File: config.mk
export PLATFORM = sky130hd
export DESIGN_NAME = ts_packet_arbiter_flat
export DESIGN_NICKNAME = d
export VERILOG_FILES = /design/src/rtl/ts_pkg.sv /design/src/rtl/ts_packet_arbiter_if.sv /design/src/rtl/rr_arbiter.sv /design/src/rtl/ts_packet_arbiter.sv /design/src/flat_wrapper.sv
export SDC_FILE = /design/constraint.sdc
export NUM_CORES = 1
export LEC_CHECK = 0
export ABC_CLOCK_PERIOD_IN_PS = 2250
export BUFFER_PORTS_ARGS = -buffer_cell sky130_fd_sc_hd__buf_2
export CORE_ASPECT_RATIO = 0.7
export CORE_UTILIZATION = 43
export DETAILED_ROUTE_END_ITERATION = 16
export PLACE_DENSITY = 0.68
export SYNTH_ARGS = -nofsm -noshare
export SYNTH_HDL_FRONTEND = slang
export SYNTH_SLANG_ARGS = --single-unit
File: constraint.sdc
create_clock -name SYS_CLK -period 2.25 [get_ports SYS_CLK]
set_input_delay 0.3375 -clock SYS_CLK [delete_from_list [all_inputs] [get_ports SYS_CLK]]
set_output_delay 0.3375 -clock SYS_CLK [all_outputs]
set_load 0.05 [all_outputs]
File: src/rtl/ts_pkg.sv
// Shared constants and types for the transport-stream packet arbiter:
// sync/null-packet bytes, FSM state encoding and the output pipeline record.
package ts_pkg;

  localparam logic [7:0] TS_SYNC    = 8'h47;
  localparam logic [7:0] NULL_HDR_1 = 8'h1F;
  localparam logic [7:0] NULL_HDR_2 = 8'hFF;
  localparam logic [7:0] NULL_HDR_3 = 8'h10;
  localparam logic [7:0] NULL_STUFF = 8'hFF;
  localparam logic [2:0] NULL_CH    = 3'd7;

  typedef enum logic [1:0] {
    IDLE = 2'd0,
    READ = 2'd1,
    NULL = 2'd2
  } state_t;

  // One byte slot travelling from the request cycle to the output register.
  typedef struct packed {
    logic       valid;
    logic       sync;
    logic       is_null;
    logic [2:0] ch;
    logic [7:0] data;
  } slot_t;

  // Null packet (PID 0x1FFF) content by byte index.
  function automatic logic [7:0] null_byte(input logic [7:0] idx);
    case (idx)
      8'd0:    return TS_SYNC;
      8'd1:    return NULL_HDR_1;
      8'd2:    return NULL_HDR_2;
      8'd3:    return NULL_HDR_3;
      default: return NULL_STUFF;
    endcase
  endfunction

endpackage

File: src/rtl/ts_packet_arbiter_if.sv
// Source-FIFO, SPI-config and output-stream signals of the packet arbiter,
// with modports for the arbiter (slave) and its environment (master).
interface ts_packet_arbiter_if #(
  parameter int N_CH = 4
);

  logic [N_CH-1:0]   GOT_FULL_PACKET;
  logic [8*N_CH-1:0] DATA_IN;
  logic [7:0]        SPI_ADDRESS;
  logic [7:0]        SPI_DATA;
  logic              RISING_SS;
  logic [N_CH-1:0]   RD_REQ;
  logic [7:0]        DATA_OUT;
  logic              D_VALID_OUT;
  logic              P_SYNC_OUT;
  logic [2:0]        CUR_CH;

  modport slave (
    input  GOT_FULL_PACKET, DATA_IN, SPI_ADDRESS, SPI_DATA, RISING_SS,
    output RD_REQ, DATA_OUT, D_VALID_OUT, P_SYNC_OUT, CUR_CH
  );

  modport master (
    output GOT_FULL_PACKET, DATA_IN, SPI_ADDRESS, SPI_DATA, RISING_SS,
    input  RD_REQ, DATA_OUT, D_VALID_OUT, P_SYNC_OUT, CUR_CH
  );

endinterface

File: src/rtl/rr_arbiter.sv
// Combinational round-robin search: first request strictly after ptr, with
// wrap-around; the pointer itself is owned by the caller.
module rr_arbiter #(
  parameter  int N_CH  = 4,
  localparam int PTR_W = (N_CH > 1) ? $clog2(N_CH) : 1
) (
  input  logic [N_CH-1:0]  req,
  input  logic [PTR_W-1:0] ptr,
  output logic [N_CH-1:0]  grant,
  output logic [PTR_W-1:0] grant_idx,
  output logic             valid
);

  logic             found;
  logic [PTR_W-1:0] idx;

  always_comb begin
    // NOTE: every combinational output gets a default first so no path
    // through the loop leaves a value held, which would infer a latch.
    grant     = '0;
    grant_idx = '0;
    found     = 1'b0;
    idx       = '0;
    valid     = |req;
    for (int k = 1; k <= N_CH; k++) begin
      idx = PTR_W'((int'(ptr) + k) % N_CH);
      if (!found && req[idx]) begin
        found      = 1'b1;
        grant[idx] = 1'b1;
        grant_idx  = idx;
      end
    end
  end

endmodule

File: src/rtl/ts_packet_arbiter.sv
// N-channel TS packet multiplexer: round-robin whole-packet grants, optional
// null-packet stuffing on idle, registered byte stream with sync marker.
module ts_packet_arbiter
  import ts_pkg::*;
#(
  parameter int         N_CH      = 4,
  parameter int         PKT_LEN   = 188,
  parameter logic [7:0] CFG_ADDR  = 8'h10,
  parameter int         NULL_IDLE = 2048
) (
  input logic              SYS_CLK,
  input logic              RST,
  ts_packet_arbiter_if.slave bus
);

  localparam int PTR_W = (N_CH > 1) ? $clog2(N_CH) : 1;
  localparam int CNT_W = $clog2(PKT_LEN);
  localparam logic [CNT_W-1:0] CNT_LAST = CNT_W'(PKT_LEN - 1);
  localparam logic [15:0]      IDLE_THR = 16'(NULL_IDLE - 1);

  state_t           state_q, state_d;
  logic [CNT_W-1:0] cnt_q, cnt_d;
  logic [15:0]      idle_q, idle_d;
  logic [PTR_W-1:0] ptr_q, ptr_d;
  logic [PTR_W-1:0] grant_q, grant_d;
  logic [N_CH-1:0]  mask_q, mask_d;
  logic             null_en_q, null_en_d;
  logic [N_CH-1:0]  rd_req_q, rd_req_d;
  logic [2:0]       cur_ch_q, cur_ch_d;
  slot_t            s1_q, s1_d;
  logic [7:0]       data_out_q, data_out_d;
  logic             d_valid_q, d_valid_d;
  logic             p_sync_q, p_sync_d;

  logic [N_CH-1:0]  arb_grant;
  logic [PTR_W-1:0] arb_idx;
  logic             arb_valid;
  logic             unused_spi_data;

  rr_arbiter #(.N_CH(N_CH)) u_rr (
    .req       (bus.GOT_FULL_PACKET & mask_q),
    .ptr       (ptr_q),
    .grant     (arb_grant),
    .grant_idx (arb_idx),
    .valid     (arb_valid)
  );

  assign unused_spi_data = ^bus.SPI_DATA;

  always_comb begin
    state_d    = state_q;
    cnt_d      = cnt_q;
    idle_d     = idle_q;
    ptr_d      = ptr_q;
    grant_d    = grant_q;
    mask_d     = mask_q;
    null_en_d  = null_en_q;
    rd_req_d   = '0;
    cur_ch_d   = cur_ch_q;
    s1_d       = '0;
    data_out_d = data_out_q;
    d_valid_d  = s1_q.valid;
    p_sync_d   = s1_q.valid & s1_q.sync;

    // FIFO data for a slot arrives one cycle after its request, so the
    // output mux works on the delayed slot record.
    if (s1_q.valid) begin
      data_out_d = s1_q.is_null ? s1_q.data : bus.DATA_IN[8*s1_q.ch +: 8];
    end

    if (bus.RISING_SS) begin
      if (bus.SPI_ADDRESS == CFG_ADDR) begin
        mask_d = bus.SPI_DATA[N_CH-1:0];
      end else if (bus.SPI_ADDRESS == CFG_ADDR + 8'd1) begin
        null_en_d = bus.SPI_DATA[0];
      end
    end

    case (state_q)
      IDLE: begin
        if (arb_valid) begin
          state_d  = READ;
          ptr_d    = arb_idx;
          grant_d  = arb_idx;
          rd_req_d = arb_grant;
          cur_ch_d = 3'(arb_idx);
          idle_d   = '0;
        end else begin
          if (idle_q != 16'hFFFF) idle_d = idle_q + 16'd1;
          if (null_en_q && idle_q >= IDLE_THR) begin
            state_d  = NULL;
            cur_ch_d = NULL_CH;
            idle_d   = '0;
          end
        end
      end
      READ: begin
        s1_d.valid = 1'b1;
        s1_d.sync  = (cnt_q == '0);
        s1_d.ch    = 3'(grant_q);
        if (cnt_q == CNT_LAST) begin
          state_d = IDLE;
          cnt_d   = '0;
        end else begin
          cnt_d    = cnt_q + 1'b1;
          rd_req_d = rd_req_q;
        end
      end
      NULL: begin
        s1_d.valid   = 1'b1;
        s1_d.sync    = (cnt_q == '0);
        s1_d.is_null = 1'b1;
        s1_d.data    = null_byte(8'(cnt_q));
        if (cnt_q == CNT_LAST) begin
          state_d = IDLE;
          cnt_d   = '0;
        end else begin
          cnt_d = cnt_q + 1'b1;
        end
      end
      default: state_d = IDLE;
    endcase
  end

  always_ff @(posedge SYS_CLK or posedge RST) begin
    // NOTE: state uses non-blocking assignments so every flop samples the
    // pre-edge values of the others, independent of statement order.
    if (RST) begin
      state_q    <= IDLE;
      cnt_q      <= '0;
      idle_q     <= '0;
      ptr_q      <= PTR_W'(N_CH - 1);
      grant_q    <= '0;
      mask_q     <= '1;
      null_en_q  <= 1'b0;
      rd_req_q   <= '0;
      cur_ch_q   <= '0;
      s1_q       <= '0;
      data_out_q <= '0;
      d_valid_q  <= 1'b0;
      p_sync_q   <= 1'b0;
    end else begin
      state_q    <= state_d;
      cnt_q      <= cnt_d;
      idle_q     <= idle_d;
      ptr_q      <= ptr_d;
      grant_q    <= grant_d;
      mask_q     <= mask_d;
      null_en_q  <= null_en_d;
      rd_req_q   <= rd_req_d;
      cur_ch_q   <= cur_ch_d;
      s1_q       <= s1_d;
      data_out_q <= data_out_d;
      d_valid_q  <= d_valid_d;
      p_sync_q   <= p_sync_d;
    end
  end

  assign bus.RD_REQ      = rd_req_q;
  assign bus.DATA_OUT    = data_out_q;
  assign bus.D_VALID_OUT = d_valid_q;
  assign bus.P_SYNC_OUT  = p_sync_q;
  assign bus.CUR_CH      = cur_ch_q;

endmodule

File: src/flat_wrapper.sv
// flat-port wrapper written by rule: the top's interface ports become plain ports
module ts_packet_arbiter_flat import ts_pkg::*;
#(
  parameter int         N_CH      = 4,
  parameter int         PKT_LEN   = 188,
  parameter logic [7:0] CFG_ADDR  = 8'h10,
  parameter int         NULL_IDLE = 2048
)
  (SYS_CLK, RST, bus_GOT_FULL_PACKET, bus_DATA_IN, bus_SPI_ADDRESS, bus_SPI_DATA, bus_RISING_SS, bus_RD_REQ, bus_DATA_OUT, bus_D_VALID_OUT, bus_P_SYNC_OUT, bus_CUR_CH);
  ts_packet_arbiter_if #(.N_CH(N_CH)) bus_i ();
  input logic SYS_CLK;
  input logic RST;
  input wire logic [$bits(bus_i.GOT_FULL_PACKET)-1:0] bus_GOT_FULL_PACKET;
  input wire logic [$bits(bus_i.DATA_IN)-1:0] bus_DATA_IN;
  input wire logic [$bits(bus_i.SPI_ADDRESS)-1:0] bus_SPI_ADDRESS;
  input wire logic [$bits(bus_i.SPI_DATA)-1:0] bus_SPI_DATA;
  input wire logic [$bits(bus_i.RISING_SS)-1:0] bus_RISING_SS;
  output wire logic [$bits(bus_i.RD_REQ)-1:0] bus_RD_REQ;
  output wire logic [$bits(bus_i.DATA_OUT)-1:0] bus_DATA_OUT;
  output wire logic [$bits(bus_i.D_VALID_OUT)-1:0] bus_D_VALID_OUT;
  output wire logic [$bits(bus_i.P_SYNC_OUT)-1:0] bus_P_SYNC_OUT;
  output wire logic [$bits(bus_i.CUR_CH)-1:0] bus_CUR_CH;
  assign bus_i.GOT_FULL_PACKET = bus_GOT_FULL_PACKET;
  assign bus_i.DATA_IN = bus_DATA_IN;
  assign bus_i.SPI_ADDRESS = bus_SPI_ADDRESS;
  assign bus_i.SPI_DATA = bus_SPI_DATA;
  assign bus_i.RISING_SS = bus_RISING_SS;
  assign bus_RD_REQ = bus_i.RD_REQ;
  assign bus_DATA_OUT = bus_i.DATA_OUT;
  assign bus_D_VALID_OUT = bus_i.D_VALID_OUT;
  assign bus_P_SYNC_OUT = bus_i.P_SYNC_OUT;
  assign bus_CUR_CH = bus_i.CUR_CH;
  ts_packet_arbiter #(.N_CH(N_CH), .PKT_LEN(PKT_LEN), .CFG_ADDR(CFG_ADDR), .NULL_IDLE(NULL_IDLE)) u_core (.SYS_CLK(SYS_CLK), .RST(RST), .bus(bus_i));
endmodule
### After elaboration in Yosys (flattened, before gate mapping)

Index checks and enable logic that the tools add are counted.

| operators by class | value |
|---|---|
| multiplexer cells | 46 |
| $lt $le $gt $ge | 9 |
| reductions and logical operators | 23 |
| bitwise operators | 6 |
| add/sub/neg operators | 6 |
| shift operators | 1 |
| eq/ne operators | 11 |

Operators by type and width:

| cell | number |
|---|---|
| $mux W16 | 3 |
| $shiftx A32 B6 Y8 | 1 |
| $mux W4 | 6 |
| $mux W8 | 3 |
| $pmux W8 S3 | 1 |
| $mux W2 | 9 |
| $add A16 B1 Y16 const B | 1 |
| $eq A8 B5 Y1 const B | 2 |
| $ge A16 B11 Y1 const B | 1 |
| $ne A16 B16 Y1 const B | 1 |
| $lt A2 B3 Y1 const B | 4 |
| $mux W1 | 12 |
| $or A4 B4 Y4 | 3 |
| $reduce_and A2 Y1 | 5 |
| $add A8 B1 Y8 const B | 1 |
| $bmux W1 S2 | 4 |
| $demux W1 S2 | 4 |
| $eq A8 B1 Y1 const B | 1 |
| $eq A8 B2 Y1 const B | 1 |
| $eq A8 B8 Y1 const B | 1 |
| $ge A2 B1 Y1 const B | 4 |
| $logic_and A1 B1 Y1 | 8 |
| $logic_not A8 Y1 | 1 |
| $pmux W4 S2 | 1 |
| other kinds (18) | 24 |

| word-level totals | value |
|---|---|
| logic and storage cells | 119 |
| input bits | 55 |
| register bits after elaboration | 65 |

### Longest topological paths before layout

Gate-level depths: netlist of the first run.

| depth | value |
|---|---|
| depth after elaboration | 15 |
| depth in mapped cells | 8 |

### By module

From an unflattened synthesis of the first run, not the netlist that was laid out.

| unflattened totals | value |
|---|---|
| cells, all modules | 396 |
| area total of the unflattened synthesis | 3886.2 µm² |

By module, submodules not included:

| module | area each (µm²) | cells an instance | times used |
|---|---|---|---|
| ts_packet_arbiter | 3255.6 | 314 | 1 |
| rr_arbiter | 630.6 | 82 | 1 |

### Worst setup path before layout of the first run

No wires, ideal clock.

| path | value |
|---|---|
| kind | flip-flop to flip-flop |
| start | reg u_core.ptr_q[1] |
| end | reg u_core.rd_req_q[0], in the netlist u_core.bus.RD_REQ[0] |
| stages on the path, launching flop included | 8 |
| required time | 2.154 ns |
| arrival | 2.161 ns |
| path slack | -0.006 ns |
| path through | dfstp_2 > clkbuf_1 > inv_1 > ha_1 > mux4_2 > nor4b_2 > a22oi_1 > o31ai_1 |

| on the way | value |
|---|---|
| word-level cells in the longest chain between the ends | 15 |
| elaborated cells between the ends (all ways) | 50 |
| classes of those cells | add/sub (4); order compare (8); mux (25); bitwise (3); reduce/logical (10) |

Ends and longest elaborated chain:

| item | line | text |
|---|---|---|
| start: declaration | ts_packet_arbiter.sv:24 | `logic [PTR_W-1:0] ptr_q, ptr_d;` |
| start signal: assignment | ts_packet_arbiter.sv:132 | `ptr_q <= PTR_W'(N_CH - 1);` |
| start signal: assignment | ts_packet_arbiter.sv:146 | `ptr_q <= ptr_d;` |
| branches (longest 12 deep; another with $lt A2 B3 Y1) | -- |  |
| $mux W4 * | rr_arbiter.sv:27 | `if (!found && req[idx]) begin` |
| $mux W4 * | ts_packet_arbiter.sv:81 | `if (arb_valid) begin` |
| $pmux W4 S2 * | ts_packet_arbiter.sv:79 | `case (state_q)` |
| end signal: assignment | ts_packet_arbiter.sv:150 | `rd_req_q <= rd_req_d;` |
| end: declaration | ts_packet_arbiter.sv:28 | `logic [N_CH-1:0] rd_req_q, rd_req_d;` |

Mark *: on every way between the ends. The select of a mux whose other input is x is not followed.
A chain may end at the register's enable or synchronous reset.

### Worst setup path after layout of the first run

Ends and elaborated chain as after synthesis.

==> results of run 1 <==
[timing repair]
| item | CTS | global route |
|---|---|---|
| setup endpoints to repair | 0 | 5 |
| hold buffers | 1 | 0 |
| gates resized for setup | 0 | 3 |
| endpoints found under the hold margin | 4 | 0 |
[worst max path at each step]
stage,end,slack (ns),depth (start not counted)
2_1_floorplan,u_core.bus.RD_REQ[0]$_DFFE_PP0P_,0.009,7
3_3_place_gp,u_core.bus.RD_REQ[0]$_DFFE_PP0P_,0.19,6
3_5_place_dp,u_core.bus.RD_REQ[0]$_DFFE_PP0P_,0.08,6
4_1_cts,u_core.bus.RD_REQ[0]$_DFFE_PP0P_,0.08,6
5_1_grt,u_core.bus.RD_REQ[0]$_DFFE_PP0P_,0.02,6
6_report,u_core.bus.RD_REQ[0]$_DFFE_PP0P_,0.15,6
[where the power goes]
group,switching (mW),internal [mW]
logic,0.0641,0.0624
registers,0.00453,1.12
clock network,0.460,0.876
[flip-flops by register name (all words and copies together) (netlist names)]
name / flops
u_core.s1_q: 9
u_core.bus.CUR_CH: 3
u_core.null_en_q: 1
u_core.d_valid_d: 1
u_core.bus.P_SYNC_OUT: 1
u_core.bus.RD_REQ: 4
u_core.grant_q: 2
u_core.ptr_q: 2
u_core.cnt_q: 8
u_core.mask_q: 4
u_core.state_q: 2
u_core.idle_q: 16
u_core.bus.DATA_OUT: 8
u_core.bus.D_VALID_OUT: 1
[metal layers]
layer	vias up	track usage	routed length, um
met4	0	0.0627	93
met5	-	0	0
met3	8	0.0504	507
met2	107	0.309	3490
met1	1383	0.267	3570
li1	1409	-	-
[final cells by class]
class,instances,area (um^2),area share
timing repair buffer,83,470,0.108
tap,101,126,0.0291
clock buffer,11,243,0.0559
multi-input combinational,252,1850,0.426
sequential,62,1560,0.359
clock inverter,4,47.5,0.0110
inverter,12,45.0,0.0104
[per-stage QoR]
step                      utilization  worst slack (ns)  cells  total power, mW
after floorplan                     -           0.00910    339             1.21
after global placement          0.512             0.186    509             1.27
after detailed placement        0.512            0.0828    509             1.27
after CTS                       0.550            0.0768    525             2.62
after global routing            0.552            0.0248    525             2.68
final                           0.552             0.145    525             2.59
[Yosys cell counts, types with 9 or more instances]
master | count | area, um^2
a21oi_1 | 19 | 95.1
and3_1 | 10 | 62.6
dfrtp_1 | 56 | 1400
ha_1 | 15 | 188
inv_1 | 12 | 45.0
mux2i_1 | 10 | 100
mux4_2 | 10 | 225
nand2_1 | 33 | 124
nand3_1 | 15 | 75.1
nor2_1 | 31 | 116
o21ai_0 | 18 | 90.1
xor2_1 | 9 | 78.8
[cell families (layout without fill, tap and decap cells)]
logic type                 count (synthesis)  after routing  synth area share
AOI/OAI and AO/OA                         77             77             0.152
muxes                                     25             25             0.109
adders and majority gates                 15             15            0.0535
and+or+nand+nor                          125            125             0.185
buffers and inverters                     25            110            0.0317
DFF                                       62             62             0.445
xor gates and xnor gates                  10             10            0.0250
==> metrics, run 1 <==
Routed WL=7.66 mm; fill cell count=711; asr flop ratio synth=1.00; Mapped Area=3510 um^2; Synth Flop Type=dfrtp_1; Worst Path Arrival=2.32 ns; Final Hold Fails=0; chip height=77.6 um; Synth cell types=53; Clock Skews=0.00477 ns; r2r setup slk=0.15 ns; element type at the critical path end=flop; fin crit share=0.936; worst r2r src=u_core.ptr_q[1]$_DFFE_PP1P_; Worst path max stage delay=0.52 ns; average size of a mapped cell=10.3 um^2; I/O pin total=72; Worst setup startpoint=u_core.ptr_q[1]$_DFFE_PP1P_; Max Freq=475 MHz; Die Wd=110 um; CP Max Fanout=7; GRT Overall Usage=0.198; Slew headroom=0.507; initial core utilization=0.446; Critical Path RT=2.46 ns; gr ovfl total=0; drt via density=5.54; delay-heaviest family, CP=flip-flops; syn_nets=409; clock tree buffer depth=2; Post-route DRC=0; synthesis-stage register bit count=62; CTS tree=yes; clock sink total=62; Starting DRT DRC Count=162; Rows=27; VDD IR max=0.444 mV; worst slew pin tran=0.738 ns; RSZ-0062 raised after global routing=false; Worst Hold Depth=2; worst r2r dst=u_core.bus.RD_REQ[0]$_DFFE_PP0P_; drt pass-1 iters=5; Min Clock Period, post-route=2.10 ns; first-pass GRT wire length=13.1 mm; hold path start=bus_SPI_DATA[1]; P&R area growth vs syn=23.8%; Core ar.=7870 um^2; H-tree levels=3; number of buffers created by CTS=9; sequential share of the synthesized area=0.445; Port Buf Inserts=67; most common cell after layout, fill and taps aside=buf_2; post-route cell area=4340 um^2; clk_lat worst skew=0.32 ns; GP Congestion=0.863; PwrDens=597 nW/um^2; status=complete, no violations; root buf cell=clkbuf_16; startpoint types=flop; Leak Pwr=2.01 nW; pin count of the biggest net entering global routing=37; Post-synth EDFFs=0; Hold WC Path Type=primary input to flop; per-cell routed wire length=14.6 um; Diodes inserted=0; Via Count=2907; Worst R2R Path Depth=6; Max Cap Viol=0; Cells after Synth=339; clk slew on worst S/H paths=0.05 ns; HPWL after DPL=5.58 mm; Die ar.=8530 um^2; Layout Nets=490; post-CTS setup buffer count=0; setup violators final=0; Final TNS setup=0 ns; Worst path slowest cell=dfstp_2; Slew Limit Fails=0; layout cells sized above 1=0.314; antenna-violating nets left=0; vias in the first global route=2898; Buf/Inv on CP=1; WHS=0.255 ns; initial antenna violation count=0; Hold Crit Endpoint=u_core.mask_q[1]$_DFFE_PP1P_; CP Class=flop to flop; warnings from Yosys=0; cells along the critical path=inv_1 -> ha_2 -> mux4_2 -> nor2_2 -> a222oi_1 -> o31ai_1; placed inst area=4030 um^2; most frequent cells in the layout=buf_2, dfrtp_1, nand2_1
(Power assumes the default switching activity.)
==> run 2, diff against run 1 <==
PLACE_DENSITY = 0.64   (was 0.68)
SLEW_MARGIN = 15   (was not set)
==> metrics, run 2 (synthesis results as in run 1) <==
gr ovfl total=0 (unchanged); pin count of the biggest net entering global routing=40 (+8.1%); antenna-violating nets left=0 (unchanged); Die ar.=8530 um^2 (unchanged); most common cell after layout, fill and taps aside=buf_2; post-route cell area=4380 um^2 (+0.89%); first-pass GRT wire length=12.7 mm (-2.9%); Largest regs=u_core.idle_q x16, u_core.s1_q x9; placed inst area=4040 um^2 (+0.37%); element type at the critical path end=flop; Min Clock Period, post-route=2.11 ns (+0.00630 ns); Core ar.=7870 um^2 (unchanged); drt via density=5.48 (-1.0%); clock sink total=62 (unchanged); CP Class=flop to flop; per-cell routed wire length=14.8 um (+1.7%); fill cell count=707 (-0.56%); Critical Path RT=2.49 ns (+0.03 ns); fin crit share=0.938 (+0.00280); Final TNS setup=0 ns (unchanged); Leak Pwr=2.04 nW (+1.3%); dpl ws=0.165 ns (+0.0826 ns); CTS Hold Bufs=0 (-1); HPWL after DPL=5.72 mm (+2.6%); Starting DRT DRC Count=119 (-27%); r2r setup slk=0.14 ns (about the same); H-tree levels=3 (unchanged); layout cells sized above 1=0.315 (+0.000875); worst r2r dst=u_core.bus.RD_REQ[0]$_DFFE_PP0P_; post-CTS setup buffer count=0 (unchanged); most frequent cells in the layout=buf_2, dfrtp_1, nand2_1; number of buffers created by CTS=9 (unchanged); FF/Latch Area=1560 um^2 (unchanged); worst slew pin tran=0.507 ns (-0.230 ns); clk slew on worst S/H paths=0.05 ns (about the same); most flop-heavy register=u_core.idle_q; Die Wd=110 um (unchanged); Worst Path Arrival=2.35 ns (+0.03 ns); initial antenna violation count=0 (unchanged); P&R area growth vs syn=24.9%; chip height=77.6 um (unchanged); VDD IR max=0.523 mV (+18%); Largest register FFs=16 (unchanged); status=complete, no violations; PwrDens=645 nW/um^2 (+8.1%); Post-CTS Resized=0 (unchanged); GRT Overall Usage=0.195 (-0.00248); vias in the first global route=2794 (-3.6%); Slew headroom=0.662 (+0.154); startpoint types=flop; CP Max Fanout=7 (unchanged); Clock Skews=0.00350 ns (-0.00127 ns); Hold WC Path Type=primary input to asynchronous set/reset pin; GP Congestion=0.864 (+0.17%); Max Freq=474 MHz (-0.30%); clock tree buffer depth=2 (unchanged); Routed WL=7.81 mm (+2.0%); Rows=27 (unchanged); clk_lat worst skew=0.33 ns (about the same); Multi-input gate area=1840 um^2 (-0.74%); root buf cell=clkbuf_16; Diodes inserted=0 (unchanged); Via Count=2889 (-0.62%); worst r2r src=u_core.ptr_q[0]$_DFFE_PP1P_; Worst R2R Path Depth=6 (unchanged); initial core utilization=0.446 (unchanged); Final Hold Fails=0 (unchanged); Layout Nets=491 (+0.20%); Post-route DRC=0 (unchanged); WHS=0.0329 ns (-0.222 ns); setup ws final=0.139 ns (-0.00630 ns); Max Cap Viol=0 (unchanged); drt pass-1 iters=4 (-1); setup violators final=0 (unchanged); Slew Limit Fails=0 (unchanged); fin util=0.557 (+0.00493); RSZ-0062 raised after global routing=false; I/O pin total=72 (unchanged); Port Buf Inserts=67 (unchanged); CTS tree=yes
[run 2: through the flow]
stage / power (mW) / std cells
4_1_cts: 2.87 / 527
6_report: 2.83 / 527
3_5_place_dp: 1.27 / 511
2_1_floorplan: 1.21 / 339
5_1_grt: 2.94 / 527
3_3_place_gp: 1.27 / 511
[run 2: routing by layer]
| layer | up-vias | GRT usage | wire (um) |
|---|---|---|---|
| li1 | 1412 | - | - |
| met1 | 1368 | 0.256 | 3680 |
| met2 | 96 | 0.299 | 3490 |
| met3 | 13 | 0.0655 | 549 |
| met4 | 0 | 0.0680 | 97 |
| met5 | - | 0 | 0 |
[run 2: how the worst max path moves through the flow]
stage                                 from                               end  slack, ns  cells past startpoint
2_1_floorplan  u_core.ptr_q[0]$_DFFE_PP1P_  u_core.bus.RD_REQ[0]$_DFFE_PP0P_      0.009                      7
3_3_place_gp   u_core.ptr_q[1]$_DFFE_PP1P_  u_core.bus.RD_REQ[1]$_DFFE_PP0P_       0.21                      6
3_5_place_dp   u_core.ptr_q[1]$_DFFE_PP1P_  u_core.bus.RD_REQ[0]$_DFFE_PP0P_       0.17                      6
4_1_cts        u_core.ptr_q[0]$_DFFE_PP1P_  u_core.bus.RD_REQ[0]$_DFFE_PP0P_       0.16                      6
5_1_grt        u_core.ptr_q[1]$_DFFE_PP1P_  u_core.bus.RD_REQ[2]$_DFFE_PP0P_      0.002                      6
6_report       u_core.ptr_q[0]$_DFFE_PP1P_  u_core.bus.RD_REQ[0]$_DFFE_PP0P_       0.14                      6
[run 2: where the power goes]
group          leakage (nW)  total (mW)  switching (mW)  internal, mW
clock                 0.167        1.57           0.493          1.08
combinational          1.18       0.124          0.0626        0.0609
sequential            0.689        1.13         0.00443          1.12
[run 2: worst max-delay path, stage by stage, from the launching register on]
cell	delay [ns]
dfstp_2	0.53
inv_1	0.05
ha_1	0.40
mux4_2	0.41
nor2_1	0.27
a222oi_1	0.16
o31ai_1	0.21
[run 2: area by class of cell]
cell class                      instances  area share
Multi-Input combinational cell        252       0.419
Clock inverter                          6      0.0248
Timing Repair Buffer                   84       0.109
Inverter                               12      0.0103
Tap cell                              101      0.0288
Sequential cell                        62       0.356
Clock buffer                           10      0.0523
==> run 3, diff against run 2 <==
BUFFER_PORTS_ARGS = -buffer_cell sky130_fd_sc_hd__clkbuf_2   (was -buffer_cell sky130_fd_sc_hd__buf_2)
PLACE_DENSITY = 0.63   (was 0.64)
SYNTH_HIERARCHICAL = 1   (was not set)
==> metrics, run 3 <==
Synth cell types=66 (+25%); CP Max Fanout=5 (-2); asr flop ratio synth=1.00 (unchanged); Diodes inserted=0 (unchanged); Synth Flop Type=dfrtp_1; Layout Nets=544 (+11%); root buf cell=clkbuf_16; DR WL met2=3.74 mm (+7.4%); Synth Area in Compound Gates=0.165 (+0.0132); WHS=0.0747 ns (+0.0418 ns); setup violators final=0 (unchanged); fin crit share=0.959 (+0.0210); clk slew on worst S/H paths=0.05 ns (about the same); syn_nets=466 (+14%); Worst path max stage delay=0.59 ns (+0.06 ns); Rows=28 (+3.7%); Mapped Area=3890 um^2 (+11%); Max Freq=463 MHz (-2.2%); VDD IR max=0.401 mV (-23%); PwrDens=574 nW/um^2 (-11%); Routed WL=8.74 mm (+12%); Worst path depth=8 (+2); largest family of logic cells by synthesized area=simple AND/OR/NAND/NOR gates; antenna-violating nets left=0 (unchanged); synthesis-stage register bit count=62 (unchanged); M1 wire length=4.34 mm (+18%); average size of a mapped cell=9.81 um^2 (-5.1%); Via Count=3276 (+13%); initial core utilization=0.451 (+0.00537); I/O pin total=72 (unchanged); Die Wd=116 um (+5.2%); Worst Setup EP=u_core/grant_q[0]$_DFFE_PP0P_; xor and xnor fraction of the mapped netlist area=0.00225 (-0.0227); Final TNS setup=0 ns (unchanged); top layer in use=met4; initial antenna violation count=0 (unchanged); vias in the first global route=3134 (+12%); drt via density=5.47 (-0.23%); warnings from Yosys=6 (+6); per-cell routed wire length=14.6 um (-1.5%); Slew Limit Fails=0 (unchanged); fill cell count=784 (+11%); top cells by count, synth=dfrtp_1, nand2_1, nor2_1; pin count of the biggest net entering global routing=37 (-7.5%); Final Hold Fails=0 (unchanged); element type at the critical path end=flop; worst r2r src=u_core/ptr_q[0]$_DFFE_PP1P_; HPWL after DPL=6.34 mm (+11%); clk_lat worst skew=0.33 ns (about the same); most flop-heavy register=u_core/idle_q; r2r setup slk=0.09 ns (-0.05 ns); Starting DRT DRC Count=135 (+13%); layout cells sized above 1=0.303 (-0.0118); status=complete, no violations; Hold WC Path Type=primary input to asynchronous set/reset pin; RSZ-0062 raised after global routing=true; Cells after Synth=396 (+17%); largest cells by area after synthesis=dfrtp_1, ha_1, mux4_2, dfstp_2, nand2_1; Worst Path Arrival=2.42 ns (+0.07 ns); post-synth top area share=0.361 (-0.0390); Leak Pwr=2.27 nW (+11%); sequential share of the synthesized area=0.401 (-0.0434); P&R area growth vs syn=23.2%; startpoint types=flop; CTS Hold Bufs=0 (unchanged); Post-route DRC=0 (unchanged); Die ar.=9430 um^2 (+11%); Core ar.=8620 um^2 (+9.5%); CP Class=flop to flop; clock sink total=62 (unchanged); Multi-input gate area=2180 um^2 (+19%); Worst setup startpoint=u_core/ptr_q[0]$_DFFE_PP1P_; first-pass GRT wire length=14.4 mm (+13%); Max Cap Viol=0 (unchanged); Min Clock Period, post-route=2.16 ns (+0.0472 ns); cell taking the most area after synthesis=dfrtp_1; Clock Skews=0.00316 ns (-0.000341 ns); FF/Latch Area=1560 um^2 (unchanged); Slew headroom=0.580 (-0.0823); count leader, synth=dfrtp_1; Port Buf Inserts=67 (unchanged); chip height=81.5 um (+5.1%); DR WL met3=600 um (+9.3%); Critical Path RT=2.52 ns (+0.03 ns); H-tree levels=3 (unchanged); Worst R2R Path Depth=8 (+2); GRT Overall Usage=0.197 (+0.00171); Worst path slowest cell=dfstp_2; clock tree buffer depth=2 (unchanged); most common cell after layout, fill and taps aside=clkbuf_2; Buf/Inv on CP=2 (+1); drt pass-1 iters=4 (unchanged); worst slew pin tran=0.630 ns (+0.122 ns); cells along the critical path=clkinvlp_4 -> ha_4 -> buf_4 -> mux2i_4 -> o22ai_1 -> a31oi_1 -> and3_1 -> a21o_1; Largest regs=u_core/idle_q x16, u_core/s1_q x9; Largest register FFs=16 (unchanged); Synth Area in Adders=0.0483 (-0.00522); Post-Synth Simple-Gate Area=0.222 (+0.0377); CTS tree=yes; mux contribution to synthesized area=0.118 (+0.00870); worst r2r dst=u_core/grant_q[0]$_DFFE_PP0P_; Post-synth EDFFs=0 (unchanged); delay-heaviest family, CP=flip-flops; number of buffers created by CTS=9 (unchanged); gr ovfl total=0 (unchanged); most frequent cells in the layout=clkbuf_2, dfrtp_1, nand2_1, nor2_1, a21oi_1; GP Congestion=0.812 (-6.0%)
-- run 3: cell types whose count changed in the layout (fill, tap and decap cells not counted), sizes merged, moves of 6 or more --
cell	delta
clkbuf	+67
buf	-65
xor2	-9
o22ai	+8
and3	+7
nand2b	+6
o31ai	-6
-- run 3: kinds of logic (layout without fill, tap and decap cells) --
group / count (synthesis) / count (layout)
AOI/OAI and AO/OA: 95 / 95
xor gates and xnor gates: 1 / 1
adders and majority gates: 15 / 15
buffers and inverters: 36 / 119
DFF: 62 / 62
muxes: 30 / 30
and+or+nand+nor: 157 / 157
-- run 3: layout make-up --
type | instances | area share
Timing Repair Buffer | 86 | 0.108
Inverter | 17 | 0.0141
Clock buffer | 10 | 0.0478
Multi-Input combinational cell | 298 | 0.456
Sequential cell | 62 | 0.325
Tap cell | 120 | 0.0313
Clock inverter | 6 | 0.0180
-- run 3: per-layer routing --
metal	vias to the layer above	GRT usage
li1	1628	-
met5	-	0
met4	0	0.0474
met1	1529	0.259
met2	112	0.320
met3	7	0.0583
-- run 3: worst min path at each step --
stage                                          start                                to  slack [ns]  depth (start not counted)
after CTS                                        RST      u_core/idle_q[4]$_DFFE_PP0P_        0.09                          2
after global routing                             RST      u_core/idle_q[2]$_DFFE_PP0P_        0.13                          2
after global placement                           RST      u_core/idle_q[4]$_DFFE_PP0P_        0.43                          2
after detailed placement                         RST      u_core/idle_q[4]$_DFFE_PP0P_        0.44                          2
final                                            RST      u_core/idle_q[4]$_DFFE_PP0P_        0.07                          2
after floorplan           u_core/d_valid_d$_DFF_PP0_  u_core/bus.D_VALID_OUT$_DFF_PP0_        0.35                          0
-- run 3: through the flow --
stage	utilization	instances	worst slack (ns)	cell area, um^2	total power [mW]
finish	0.556	599	0.0915	4790	2.75
global route	0.556	599	-0.0167	4790	2.85
CTS	0.552	595	0.0532	4750	2.79
detailed placement	0.515	579	0.0738	4440	1.32
global placement	0.515	579	0.0621	4440	1.31
floorplan	-	396	-0.0162	3920	1.23
-- run 3: what timing repair did --
item / in CTS / in global routing
gates resized for setup: 0 / 3
buffers inserted: 0 / 4
endpoints found under the hold margin: 0 / 0
setup endpoints to repair: 0 / 5
-- run 3: power by group --
part           leakage [nW]  internal, mW  switching (mW)
sequential            0.694          1.12         0.00215
clock                 0.152         0.966           0.488
combinational          1.42        0.0838          0.0866
total                  2.27          2.17           0.577
